**src/rtl/gray_pkg.sv**
```systemverilog
// Shared types and default geometry for the pipelined Gray/binary codec.
package gray_pkg;

  localparam int unsigned GRAY_WIDTH = 32;
  localparam int unsigned GRAY_CHUNK = 8;

  typedef enum logic {
    GRAY_DECODE = 1'b0,
    GRAY_ENCODE = 1'b1
  } gray_mode_t;

endpackage

```
**src/rtl/gray_chunk_stage.sv**
```systemverilog
// Combinational Gray->binary resolution of one CHUNK-bit slice of the word.
module gray_chunk_stage
  import gray_pkg::*;
#(
  parameter int unsigned WIDTH = GRAY_WIDTH,
  parameter int unsigned CHUNK = GRAY_CHUNK,
  parameter int unsigned IDX   = 0
) (
  input  logic [WIDTH-1:0] word,
  input  logic             carry_in,
  output logic [WIDTH-1:0] resolved,
  output logic             carry_out
);

  localparam int unsigned STAGES = WIDTH / CHUNK;
  localparam int unsigned LSB    = (STAGES - 1 - IDX) * CHUNK;

  logic [CHUNK-1:0] g_slice;
  logic [CHUNK-1:0] b_slice;

  assign g_slice = word[LSB +: CHUNK];

  // Each binary bit is the carry XOR every Gray bit at or above it in the slice.
  for (genvar i = 0; i < CHUNK; i++) begin : g_bit
    assign b_slice[i] = carry_in ^ (^g_slice[CHUNK-1:i]);
  end

  always_comb begin
    resolved             = word;
    resolved[LSB +: CHUNK] = b_slice;
  end

  assign carry_out = b_slice[0];

endmodule

```
**src/rtl/gray_codec_pipe.sv**
```systemverilog
// Pipelined Gray<->binary converter, one slice per stage, valid/ready on both sides.
module gray_codec_pipe
  import gray_pkg::*;
#(
  parameter int unsigned WIDTH = GRAY_WIDTH,
  parameter int unsigned CHUNK = GRAY_CHUNK
) (
  input  logic             clk,
  input  logic             rst,
  input  logic             in_valid,
  output logic             in_ready,
  input  logic [WIDTH-1:0] in_data,
  input  logic             in_mode,
  output logic             out_valid,
  input  logic             out_ready,
  output logic [WIDTH-1:0] out_data,
  output logic             out_mode
);

  localparam int unsigned STAGES = WIDTH / CHUNK;

  if (CHUNK == 0 || (WIDTH % CHUNK) != 0) begin : g_chunk_check
    $error("gray_codec_pipe: WIDTH must be a multiple of CHUNK");
  end

  logic [STAGES-1:0]            v_all;
  logic [STAGES-1:0]            m_all;
  logic [STAGES-1:0]            c_all;
  logic [STAGES-1:0][WIDTH-1:0] w_all;

  for (genvar k = 0; k < STAGES; k++) begin : g_stage
    logic             src_valid;
    gray_mode_t       src_mode;
    logic [WIDTH-1:0] src_word;
    logic             src_carry;
    logic [WIDTH-1:0] dec_word;
    logic             dec_carry;
    logic [WIDTH-1:0] nxt_word;
    logic             nxt_carry;
    logic             load;
    logic             v_q;
    gray_mode_t       m_q;
    logic [WIDTH-1:0] w_q;
    logic             c_q;

    if (k == 0) begin : g_head
      assign src_valid = in_valid;
      assign src_mode  = gray_mode_t'(in_mode);
      assign src_word  = in_data;
      assign src_carry = 1'b0;
    end else begin : g_tail
      assign src_valid = v_all[k-1];
      assign src_mode  = gray_mode_t'(m_all[k-1]);
      assign src_word  = w_all[k-1];
      assign src_carry = c_all[k-1];
    end

    gray_chunk_stage #(
      .WIDTH (WIDTH),
      .CHUNK (CHUNK),
      .IDX   (k)
    ) u_chunk (
      .word      (src_word),
      .carry_in  (src_carry),
      .resolved  (dec_word),
      .carry_out (dec_carry)
    );

    // Encode is finished in stage 0; later stages only carry it along.
    always_comb begin
      nxt_word  = dec_word;
      nxt_carry = dec_carry;
      if (src_mode == GRAY_ENCODE) begin
        nxt_word  = (k == 0) ? (src_word ^ (src_word >> 1)) : src_word;
        nxt_carry = 1'b0;
      end
    end

    // Slot may load when it, or any slot downstream of it, is empty, or the sink takes.
    assign load = out_ready || !(&v_all[STAGES-1:k]);

    always_ff @(posedge clk) begin
      if (rst) begin
        v_q <= 1'b0;
        m_q <= GRAY_DECODE;
        w_q <= '0;
        c_q <= 1'b0;
      end else if (load) begin
        v_q <= src_valid;
        if (src_valid) begin
          m_q <= src_mode;
          w_q <= nxt_word;
          c_q <= nxt_carry;
        end
      end
    end

    assign v_all[k] = v_q;
    assign m_all[k] = m_q;
    assign w_all[k] = w_q;
    assign c_all[k] = c_q;
  end

  // The last slot's carry has no consumer; the word already holds every resolved bit.
  logic unused_last_carry;
  assign unused_last_carry = c_all[STAGES-1];

  assign in_ready  = out_ready || !(&v_all);
  assign out_valid = v_all[STAGES-1];
  assign out_data  = w_all[STAGES-1];
  assign out_mode  = m_all[STAGES-1];

endmodule

```
**config.mk**
```make
export PLATFORM = sky130hd
export DESIGN_NAME = gray_codec_pipe
export DESIGN_NICKNAME = d
export VERILOG_FILES = /design/src/rtl/gray_pkg.sv /design/src/rtl/gray_chunk_stage.sv /design/src/rtl/gray_codec_pipe.sv
export SDC_FILE = /design/constraint.sdc
export NUM_CORES = 1
export LEC_CHECK = 0
export CORE_ASPECT_RATIO = 0.5
export CORE_MARGIN = 5
export CORE_UTILIZATION = 60
export DETAILED_ROUTE_END_ITERATION = 16
export GPL_TIMING_DRIVEN = 0
export PLACE_DENSITY = 0.85
export SLEW_MARGIN = 20
export SYNTH_ARGS = -nofsm -noshare
export SYNTH_HDL_FRONTEND = slang
export SYNTH_SLANG_ARGS = --single-unit
```
**constraint.sdc**
```tcl
create_clock -name clk -period 5.7 [get_ports clk]
set_clock_uncertainty 0.15 [all_clocks]
set_input_delay 0.57 -clock clk [delete_from_list [all_inputs] [get_ports clk]]
set_output_delay 0.57 -clock clk [all_outputs]
set_load 0.02 [all_outputs]
```
**Word-level counts from Yosys, hierarchy flattened**

Index checks and enable logic that the tools add are counted.

- Bits in registers: 139
- Logic and storage cells: 90

- Mux-type cells: 7
- Bitwise operators: 25
- Reductions and logical operators: 43

Operators with widths:

| operator | count |
|---|---|
| $mux 32 | 1 |
| $reduce_xor 8->1 | 4 |
| $xor 32x31->32 | 1 |
| $reduce_xor 7->1 | 4 |
| $mux 24 | 1 |
| $reduce_xor 6->1 | 4 |
| $xor 1x1->1 | 24 |
| $reduce_xor 5->1 | 4 |
| $mux 16 | 1 |
| $reduce_xor 4->1 | 4 |
| $reduce_xor 3->1 | 4 |
| $reduce_and 2->1 | 5 |
| $mux 8 | 1 |
| $reduce_xor 2->1 | 4 |
| $logic_not 1->1 | 4 |
| $logic_or 1x1->1 | 4 |
| $reduce_and 4->1 | 1 |
| $mux 1 | 3 |
| $reduce_and 3->1 | 1 |

**Logic depth before layout (Yosys ltp)**

Gate-level depths: netlist of run 1.

- Depth after elaboration: 4
- Mapped depth: 7

**Hierarchy**

From an unflattened synthesis of run 1, not the netlist that was laid out.

- Cells, all modules: 848
- Area total of the unflattened synthesis: 8,245.4 sq um

Modules (own cells, without submodules):

| module | times used | cells each | area each (sq um) |
|---|---|---|---|
| gray_codec_pipe | 1 | 700 | 6,949.2 |
| gray_chunk_stage | 4 | 37 | 324.1 |

**Worst setup path before layout of run 1**

Ideal clock, no wire load.

- Path kind: input to register
- Start: in in_data[31]
- End: reg g_stage[0].c_q
- Setup time: 0.070 ns
- Arrival: 1.829 ns
- Data required time: 5.480 ns
- Path slack: 3.650 ns
- Stages: 5
- Buffers on the path: 0
- Cells stage by stage: xnor3_1 xnor3_1 xnor2_1 or3_1 a21oi_1

- Cells in the longest elaborated chain, start to end: 2

Ends and longest elaborated chain:

| what | line | text |
|---|---|---|
| from (decl) | gray_codec_pipe.sv:12 | `input logic [WIDTH-1:0] in_data,` |
| $reduce_xor 8->1 | gray_chunk_stage.sv:25 | `assign b_slice[i] = carry_in ^ (^g_slice[CHUNK-1:i]);` |
| $mux 1 | gray_codec_pipe.sv:73 | `if (src_mode == GRAY_ENCODE) begin` |
| to (signal assigned) | gray_codec_pipe.sv:93 | `c_q <= nxt_carry;` |
| to (decl) | gray_codec_pipe.sv:44 | `logic c_q;` |

No other way between the ends.
A chain may end at the register's enable or synchronous reset.

**Worst setup path after layout of run 1**

- Start: in out_ready
- End: out in_ready

- Cells in the longest elaborated chain, start to end: 1

Ends and longest elaborated chain:

| what | line | text |
|---|---|---|
| from (decl) | gray_codec_pipe.sv:15 | `input logic out_ready,` |
| $logic_or 1x1->1 | gray_codec_pipe.sv:108 | `assign in_ready = out_ready \|\| !(&v_all);` |
| to (decl) | gray_codec_pipe.sv:11 | `output logic in_ready,` |

No other way between the ends.

==> metrics.md, run 1 <==
| Metric | Value |
|---|---|
| Layout cells sized above 1 | `0.04182` |
| Ant. Diodes | `0` |
| Area growth syn-to-layout | `24.93%` |
| Tcrit/Tclk final | `0.5093` |
| Cell count after synthesis | `between 700 and 800` |
| Yosys reg bits | `139` |
| Max-cap violation count | `0` |
| Wire length per cell | `around 16 µm` |
| Finished Cell Area | `~7300 µm²` |
| Crit path required time | `roughly 5000 ps` |
| Synth warnings | `0` |
| Final Hold Vio Count | `0` |
| Area of the die | `between 10000 and 15000 µm²` |
| # clock sinks | `about 140` |
| Core area | `9478 µm²` |
| Async set or reset register ratio after synthesis | `0` |
| Critical path cell sequence | `clkdlybuf4s50_1 > and3b_1 > nand3_1 > clkdlybuf4s50_1` |
| Post-Route WL | `14.78 mm` |
| FP Rows | `25` |
| Router iterations before antenna repair | `5` |
| Drc violations | `0` |
| CTS buffer count | `17` |
| Routability congestion estimate from global placement | `between 0.8 and 0.9` |
| Worst-Skew Late Latency | `between 400 and 500 ps` |
| Commonest non-fill, non-tap cell in the layout | `nand2_1` |
| # resized after CTS | `0` |
| Avg Synthesized Cell Area | `a little over 8 µm²` |
| Initial Util | `0.6190` |
| Peak supply drop | `221.3 µV` |
| LEAKAGE | `between 2 and 3 nW` |
| Port bufs | `69` |
| Dominant synthesized flop cell | `dfxtp_1` |
| Clk root buf | `clkbuf_16` |
| Placed instance area | `about 6700 µm²` |
| Power Dens Cells | `roughly 340 nW/µm²` |
| Most frequent cells in the layout | `198 x nand2_1, 139 x dfxtp_1, 91 x a21oi_1` |
| Detail Placement HPWL | `10.29 mm` |
| Crit-path max cell delay | `between 500 and 600 ps` |
| Antenna Nets Post-Route | `0` |
| FMAX | `344.5 MHz` |
| CTS H-tree lvls | `4` |
| CP max stage cell | `clkdlybuf4s50_1` |
| GRT overflow | `0` |
| Worst setup path class | `in2out` |
| Max-slew violation count | `0` |
| Final #Nets | `between 800 and 900` |
| # Post-CTS Setup Buffers | `0` |
| First-pass GRT wire length | `around 24 mm` |
| Fin crit period | `2903 ps` |
| WP buf/inv | `2` |
| Via density | `about 5.5` |
| CP startpoint kind | `input pin` |
| Post-CTS Hold Buffers | `0` |
| CP arrival | `between 2000 and 2500 ps` |
| Post-synth EDFFs | `0` |
| Initial antenna violation count | `0` |
| Worst-path clk slew | `60 ps` |
| Critical path's most frequent cell | `clkdlybuf4s50_1` |
| Crit. End Element | `output pin` |
| Clock Tree Buf Depth | `2` |
| Slew of the pin with the lowest slew margin | `just under 700 ps` |
| Pin count of the biggest net entering global routing | `17` |
| Iteration-0 DRC Markers | `roughly 420` |
| Fin util | `0.7733` |
| RSZ-0062 raised after global routing | `false` |
| Pre-CTS setup slack | `around 2700 ps` |
| Mapped Area | `approximately 6000 µm²` |
| Rel. slew slack | `0.5458` |
| Hold Path Class | `reg2reg` |
| Die width | `approximately 150 µm` |
| Die Ht | `~80 µm` |
| Sum Neg Setup Slack | `0 ps` |
| I/O pins | `roughly 70` |
| # setup viols final | `0` |
| Vias in the first global route | `between 4000 and 5000` |
| Tot GR Track Use | `0.2619` |
| CP max FO | `5` |
| Sequential share of the synthesized area | `0.4743` |
| Vias | `~5200` |
| CP delay by family, top | `buffers and inverters` |
| Status | `completed` |
| Yosys cell types | `31` |
| Synthesized Nets | `about 750` |
| CTS tree | `yes` |
| PnR worst setup slack | `2797 ps` |
logic make-up (layout without fill, tap and decap cells):
group | Yosys count | after routing | synth area share
DFF | 139 | 139 | 0.4743
AOI/OAI and AO/OA | 151 | 151 | 0.1514
and+or+nand+nor | 293 | 293 | 0.2035
xor gates and xnor gates | 75 | 75 | 0.1363
buffers and inverters | 54 | 155 | 0.03455
where the power goes:
group | internal [mW] | switching (mW) | leakage [nW] | total (mW)
Combinational | 0.136 | 0.161 | 1.15 | 0.297
Clock | 0.709 | 0.410 | 0.293 | 1.12
Sequential | 1.01 | 0.0324 | 1.13 | 1.04
path summary, 6_finish.rpt:
check,to,slack [ps],startpoint,depth (start not counted)
hold / removal,g_stage[0].w_q[25]$_SDFFE_PP0P_,300,g_stage[0].w_q[25]$_SDFFE_PP0P_,2
setup / recovery,in_ready,2800,out_ready,4
setup reg to reg,g_stage[0].w_q[22]$_SDFFE_PP0P_,3380,out_valid$_SDFFE_PP0P_,5
hold reg to reg,g_stage[0].w_q[25]$_SDFFE_PP0P_,300,g_stage[0].w_q[25]$_SDFFE_PP0P_,2
synthesized netlist by cell type (3+ instances only):
| cell | instances | area, µm² |
|---|---|---|
| nor2b_1 | 4 | 25.02 |
| dfxtp_1 | 139 | 2783 |
| o21ai_0 | 9 | 45.04 |
| nand2_1 | 198 | 743.2 |
| a21oi_1 | 91 | 455.4 |
| nor2_1 | 60 | 225.2 |
| xnor2_1 | 31 | 271.5 |
| xor3_1 | 3 | 71.32 |
| or3_1 | 10 | 62.56 |
| xor2_1 | 33 | 289.0 |
| clkbuf_1 | 43 | 161.4 |
| a311oi_1 | 4 | 35.03 |
| inv_1 | 5 | 18.77 |
| and2_1 | 3 | 18.77 |
| xnor3_1 | 6 | 135.1 |
| buf_1 | 6 | 22.52 |
| nand3_1 | 7 | 35.03 |
| a211oi_1 | 43 | 322.8 |
through the flow:
step                hold slack [ps]  power, mW  cells
floorplan                     282.1      1.265    712
global placement              287.3      1.341    916
detailed placement            293.5      1.353    916
CTS                           301.4      2.458    948
global route                  311.3      2.547    948
finish                        301.6      2.461    948
cell type report:
type	count	area (µm²)
Clock inverter	11	142.6
Sequential cell	139	2783
Inverter	5	18.77
Multi-Input combinational cell	519	2882
Buffer	49	183.9
Tap cell	135	168.9
Clock buffer	21	460.4
Fill cell	677	2148
Timing Repair Buffer	69	690.7
flip-flops by register name (all words and copies together), names as in the netlist:
signal and cells:
g_stage.v_q 3, g_stage.c_q 3, g_stage.m_q 3, out_mode 1, out_valid 1, g_stage.w_q 96
out_data 32
layer usage:
layer / vias to the layer above / track usage / wire length [µm]
li1: 2545 / - / -
met1: 2417 / 0.3609 / 6950
met2: 244 / 0.3903 / 6196
met3: 28 / 0.07884 / 1365
met4: 0 / 0.09307 / 269
met5: - / 0 / 0
tightest hold or removal path: stages, from the launching register on:
cell and delay, ps:
dfxtp_1 300, nand2_1 50, a21oi_1 50
Power figures use the tool's default switching activity.
==> inputs of run 2 (changes only) <==
Settings changed: CORE_UTILIZATION 60 to 55, PLACE_DENSITY 0.85 to 0.79.
Clock period 5.7 ns to 2.75 ns, I/O delays scaled along.
==> metrics.md, run 2 (synthesis gave the netlist of run 1 again) <==
| Metric | Value |
|---|---|
| Tot GR Track Use | `0.2196 (was 0.2619)` |
| Crit-path max cell delay | `520 ps (was 590 ps)` |
| Fin util | `0.7108 (was 0.7733)` |
| CTS H-tree lvls | `4 (unchanged)` |
| Final #Nets | `837 (unchanged)` |
| Router iterations before antenna repair | `5 (unchanged)` |
| Layout cells sized above 1 | `0.04428 (was 0.04182)` |
| Critical path's most frequent cell | `clkbuf_1 (was clkdlybuf4s50_1)` |
| First-pass GRT wire length | `22.83 mm (was 24.45 mm)` |
| Worst Hold Launch | `rst (was g_stage[0].w_q[25]$_SDFFE_PP0P_)` |
| Rel. slew slack | `0.5488 (was 0.5458)` |
| Ant. Diodes | `0 (unchanged)` |
| # Post-CTS Setup Buffers | `0 (unchanged)` |
| Critical path cell sequence | `clkdlybuf4s50_1 > and3b_1 > a31oi_1 > clkbuf_1 > clkbuf_1 > a211oi_1 (was clkdlybuf4s50_1 > and3b_1 > nand3_1 > clkdlybuf4s50_1)` |
| Placed instance area | `6733 µm² (was 6726 µm²)` |
| RSZ-0062 raised after global routing | `false (unchanged)` |
| End point of the critical path | `g_stage[0].w_q[30]$_SDFFE_PP0P_ (was in_ready)` |
| # setup viols final | `0 (unchanged)` |
| Routability congestion estimate from global placement | `0.8013 (was 0.8676)` |
| Vias in the first global route | `4538 (was 4919)` |
| Port bufs | `69 (unchanged)` |
| Peak supply drop | `382.0 µV (was 221.3 µV)` |
| Detail Placement HPWL | `10.23 mm (was 10.29 mm)` |
| Wire length per cell | `14.67 µm (was 15.59 µm)` |
| R2R Path Start | `out_valid$_SDFFE_PP0P_ (unchanged)` |
| Max-slew violation count | `0 (unchanged)` |
| Antenna Nets Post-Route | `0 (unchanged)` |
| # clock sinks | `139 (unchanged)` |
| Reg2Reg Depth | `5 (unchanged)` |
| Iteration-0 DRC Markers | `414 (was 422)` |
| CP arrival | `2480 ps (was 2180 ps)` |
| Power Dens Cells | `688.6 nW/µm² (was 335.8 nW/µm²)` |
| CP max FO | `10 (was 5)` |
| Area growth syn-to-layout | `24.93% (unchanged)` |
| PnR worst setup slack | `379.8 ps (was 2797 ps)` |
| Worst-Skew Late Latency | `420 ps (about the same)` |
| Max-cap violation count | `0 (unchanged)` |
| Pre-CTS setup slack | `-17.85 ps (was 2685 ps)` |
| Post-CTS Hold Buffers | `0 (unchanged)` |
| Hold Path Class | `in2reg (was reg2reg)` |
| LEAKAGE | `2.574 nW (was 2.576 nW)` |
| Pin count of the biggest net entering global routing | `17 (unchanged)` |
| Worst r2r dst | `g_stage[0].w_q[30]$_SDFFE_PP0P_ (was g_stage[0].w_q[22]$_SDFFE_PP0P_)` |
| Hold_ws | `197.0 ps (was 301.6 ps)` |
| Slew of the pin with the lowest slew margin | `676.8 ps (was 681.3 ps)` |
| Via density | `5.236 (was 5.521)` |
| Largest Register | `g_stage.w_q (unchanged)` |
| Die width | `156.1 µm (was 149.8 µm)` |
| Worst setup path class | `in2reg (was in2out)` |
| Fin crit period | `approximately 2400 ps` |
| Commonest non-fill, non-tap cell in the layout | `nand2_1 (unchanged)` |
| R2r setup slk | `410 ps (was 3380 ps)` |
| FMAX | `around 420 MHz` |
| CTS tree | `yes (unchanged)` |
| Initial Util | `0.5689 (was 0.6190)` |
| Initial antenna violation count | `0 (unchanged)` |
| Area of the die | `12960 µm² (was 11980 µm²)` |
| I/O pins | `72 (unchanged)` |
| Final Hold Vio Count | `0 (unchanged)` |
| CP Launch Point | `out_ready (unchanged)` |
| Max FFs per register | `96 (unchanged)` |
| FP Rows | `26 (was 25)` |
| Sum Neg Setup Slack | `0 ps (unchanged)` |
| Most frequent cells in the layout | `198 x nand2_1, 139 x dfxtp_1, 91 x a21oi_1 (unchanged)` |
| Tcrit/Tclk final | `0.8619` |
| # resized after CTS | `0 (unchanged)` |
| CTS buffer count | `17 (unchanged)` |
| CP max stage cell | `clkdlybuf4s50_1 (unchanged)` |
| CP startpoint kind | `input pin (unchanged)` |
| Core area | `10310 µm² (was 9478 µm²)` |
| Clk root buf | `clkbuf_16 (unchanged)` |
| Die Ht | `83.03 µm (was 79.92 µm)` |
| Drc violations | `0 (unchanged)` |
| Clock Tree Buf Depth | `2 (unchanged)` |
| Crit. End Element | `flop (was output pin)` |
| GRT overflow | `0 (unchanged)` |
| Crit path required time | `2860 ps (was 4980 ps)` |
| Finished Cell Area | `7330 µm² (unchanged)` |
| Post-Route WL | `13.98 mm (was 14.78 mm)` |
| Vias | `4990 (was 5234)` |
| Worst-path clk slew | `60 ps (about the same)` |
| Status | `completed (unchanged)` |
run 2: cell count changes in the layout (fill, tap and decap cells not counted):
cell and change:
clkbuf_1 -2, clkinvlp_4 +1, clkbuf_8 +2, clkinv_2 +1, clkinv_4 -1, bufinv_16 -1
run 2: per-stage QoR:
step / power (mW) / std cells
6_report: 5.047 / 953
5_1_grt: 5.227 / 953
4_1_cts: 5.050 / 953
3_5_place_dp: 2.803 / 921
3_3_place_gp: 2.783 / 921
2_1_floorplan: 2.621 / 712
run 2: area by class of cell:
type | instances | area, µm²
repair buffers | 69 | 690.7
flip-flops and latches | 139 | 2783
plain buffers | 49 | 183.9
clock inverters | 11 | 116.4
fillers | 801 | 2983
multi-input cells | 519 | 2882
well taps | 140 | 175.2
inverters | 5 | 18.77
clock buffers | 21 | 480.5
run 2: routing by layer:
metal / share of wire / vias up / track usage
li1: - / 2548 / -
met1: 0.53 / 2255 / 0.3454
met2: 0.39 / 174 / 0.2913
met3: 0.071 / 13 / 0.05815
met4: 0.0086 / 0 / 0.05798
met5: 0 / - / 0
run 2: worst min-delay path by stage:
stage	end	slack [ps]	depth (start not counted)
CTS	g_stage[2].c_q$_SDFFE_PP0P_	190	3
global route	g_stage[2].c_q$_SDFFE_PP0P_	210	4
floorplan	g_stage[0].w_q[31]$_SDFFE_PP0P_	260	2
global placement	out_data[30]$_SDFFE_PP0P_	290	2
finish	g_stage[2].c_q$_SDFFE_PP0P_	200	3
detailed placement	out_data[29]$_SDFFE_PP0P_	290	2
run 2: critical path: cells and delay by family:
kind	cells	cell delay [ps]
AO/OA/AOI/OAI	2	600
buffers and inverters	3	1350
AND/OR/NAND/NOR	1	260
run 2: report_power, final:
group	internal, mW	switching, mW	total [mW]
logic	0.283	0.325	0.607
clock network	1.42	0.852	2.28
registers	2.10	0.0648	2.16
total	3.81	1.24	5.05
==> inputs of run 3 (changes only) <==
Settings changed: CORE_UTILIZATION 55 to 40, PLACE_DENSITY 0.79 to 0.61.
==> metrics.md, run 3 (synthesis gave the netlist of run 1 again) <==
| Metric | Value |
|---|---|
| CTS H-tree lvls | `4 (unchanged)` |
| Detail Placement HPWL | `10.87 mm (was 10.23 mm)` |
| RSZ-0062 raised after global routing | `false (unchanged)` |
| Vias | `4819 (was 4990)` |
| Port bufs | `69 (unchanged)` |
| First-pass GRT wire length | `23.22 mm (was 22.83 mm)` |
| Via density | `4.767 (was 5.236)` |
| Core area | `14430 µm² (was 10310 µm²)` |
| Final Hold Vio Count | `0 (unchanged)` |
| Crit-path max cell delay | `510 ps (was 520 ps)` |
| Die Ht | `95.64 µm (was 83.03 µm)` |
| CP max FO | `10 (unchanged)` |
| GRT overflow | `0 (unchanged)` |
| Max-slew violation count | `0 (unchanged)` |
| FMAX | `427.8 MHz (was 421.9 MHz)` |
| Hold Path Class | `in2reg (unchanged)` |
| # setup viols final | `0 (unchanged)` |
| Non-Filler Instances | `1011 (was 953)` |
| CTS buffer count | `17 (unchanged)` |
| Post-Route WL | `14.48 mm (was 13.98 mm)` |
| Final #Nets | `837 (unchanged)` |
| Peak supply drop | `488.5 µV (was 382.0 µV)` |
| Routability congestion estimate from global placement | `0.7931 (was 0.8013)` |
| Commonest non-fill, non-tap cell in the layout | `nand2_1 (unchanged)` |
| Crit. End Element | `flop (unchanged)` |
| Area growth syn-to-layout | `26.62% (was 24.93%)` |
| Reg2Reg Depth | `5 (unchanged)` |
| CP startpoint kind | `input pin (unchanged)` |
| Iteration-0 DRC Markers | `256 (was 414)` |
| Total power | `5.127 mW (was 5.047 mW)` |
| Internal power | `3.901 mW (was 3.805 mW)` |
| Sequential power share | `0.422 (was 0.429)` |
| Initial antenna violation count | `0 (unchanged)` |
| Tot GR Track Use | `0.1699 (was 0.2196)` |
| P_sw | `1.226 mW (was 1.242 mW)` |
| Tcrit/Tclk final | `0.8501 (was 0.8619)` |
| Clock Tree Buf Depth | `2 (unchanged)` |
| Drc violations | `0 (unchanged)` |
| Die width | `181.3 µm (was 156.1 µm)` |
| Largest Register | `g_stage.w_q (unchanged)` |
| # clock sinks | `139 (unchanged)` |
| Wire length per cell | `14.33 µm (was 14.67 µm)` |
| Worst-path clk slew | `60 ps (about the same)` |
| # resized after CTS | `0 (unchanged)` |
| CP arrival | `2450 ps (was 2480 ps)` |
| Critical path's most frequent cell | `clkbuf_1 (unchanged)` |
| Sum Neg Setup Slack | `0 ps (unchanged)` |
| WHS Path Cells | `3 (unchanged)` |
| I/O pins | `72 (unchanged)` |
| Fin crit period | `2338 ps (was 2370 ps)` |
| Slew of the pin with the lowest slew margin | `702.4 ps (was 676.8 ps)` |
| Power Dens Cells | `690.2 nW/µm² (was 688.6 nW/µm²)` |
| Layout cells sized above 1 | `0.04305 (was 0.04428)` |
| CP max stage cell | `clkdlybuf4s50_1 (unchanged)` |
| Clock power share | `0.459 (was 0.451)` |
| Antenna Nets Post-Route | `0 (unchanged)` |
| Initial Util | `0.4066 (was 0.5689)` |
| LEAKAGE | `2.577 nW (was 2.574 nW)` |
| Max-cap violation count | `0 (unchanged)` |
| Area of the die | `17340 µm² (was 12960 µm²)` |
| Placed instance count | `979 (was 921)` |
| Worst setup path class | `in2reg (unchanged)` |
| Status | `completed (unchanged)` |
| Max FFs per register | `96 (unchanged)` |
| Pin count of the biggest net entering global routing | `17 (unchanged)` |
| Combinational power share | `0.118 (was 0.120)` |
| Most frequent cells in the layout | `198 x nand2_1, 139 x dfxtp_1, 91 x a21oi_1 (unchanged)` |
| CTS tree | `yes (unchanged)` |
| # Post-CTS Setup Buffers | `0 (unchanged)` |
| Post-CTS Hold Buffers | `0 (unchanged)` |
| Worst-Skew Late Latency | `410 ps (was 420 ps)` |
| Crit path required time | `2860 ps (about the same)` |
| Rel. slew slack | `0.5317 (was 0.5488)` |
| Critical path cell sequence | `clkdlybuf4s50_1 > and3b_1 > a31oi_1 > clkbuf_1 > clkbuf_1 > a211oi_1 (unchanged)` |
| Ant. Diodes | `0 (unchanged)` |
| Clk root buf | `clkbuf_16 (unchanged)` |
| Vias in the first global route | `4406 (was 4538)` |
| FP Rows | `31 (was 26)` |
| Router iterations before antenna repair | `4 (was 5)` |
| Switch share | `0.2391 (was 0.2460)` |
## run 3: path summary, 6_finish.rpt
| check | start | endpoint | slack, ps |
|---|---|---|---|
| hold reg to reg | g_stage[2].w_q[25]$_SDFFE_PP0P_ | out_data[25]$_SDFFE_PP0P_ | 300 |
| setup reg to reg | out_valid$_SDFFE_PP0P_ | g_stage[0].w_q[23]$_SDFFE_PP0P_ | 440 |
| setup / recovery | out_ready | g_stage[0].w_q[23]$_SDFFE_PP0P_ | 410 |
| hold / removal | rst | g_stage[2].c_q$_SDFFE_PP0P_ | 270 |
## run 3: per-layer routing
metal  share of wire  vias to the layer above  GRT usage
met3           0.046                       17    0.03201
met2            0.36                      113     0.2255
met4           0.013                        0    0.05805
met1            0.58                     2152     0.2683
li1                -                     2537          -
met5               0                        -          0
## run 3: power groups by stage
stage | registers (mW) | clock network [mW] | logic (mW)
finish | 2.16 | 2.36 | 0.607
global route | 2.17 | 2.48 | 0.677
CTS | 2.16 | 2.38 | 0.609
detailed placement | 2.21 | 0 | 0.603
global placement | 2.20 | 0 | 0.593
floorplan | 2.19 | 0 | 0.431
## run 3: per-stage QoR
step / setup slack, ps / utilization / instance area, µm² / hold WS (ps)
floorplan: 755.7 / - / 5867 / 261.0
global placement: 36.45 / 0.4716 / 6805 / 291.4
detailed placement: -1.942 / 0.4716 / 6805 / 294.3
CTS: 406.6 / 0.5148 / 7428 / 275.0
global route: 279.6 / 0.5148 / 7428 / 314.9
finish: 412.2 / 0.5148 / 7428 / 270.2
## run 3: layout make-up
cell class	instances	area (µm²)
repair buffers	69	690.7
clock buffers	22	484.2
multi-input cells	519	2882
flip-flops and latches	139	2783
plain buffers	49	183.9
inverters	5	18.77
clock inverters	10	138.9
well taps	198	247.7
fillers	1423	7000
## run 3: critical path: cells and delay by family
family	cells	cell delay [ps]
buffers and inverters	3	1340
AO/OA/AOI/OAI	2	560
AND/OR/NAND/NOR	1	270
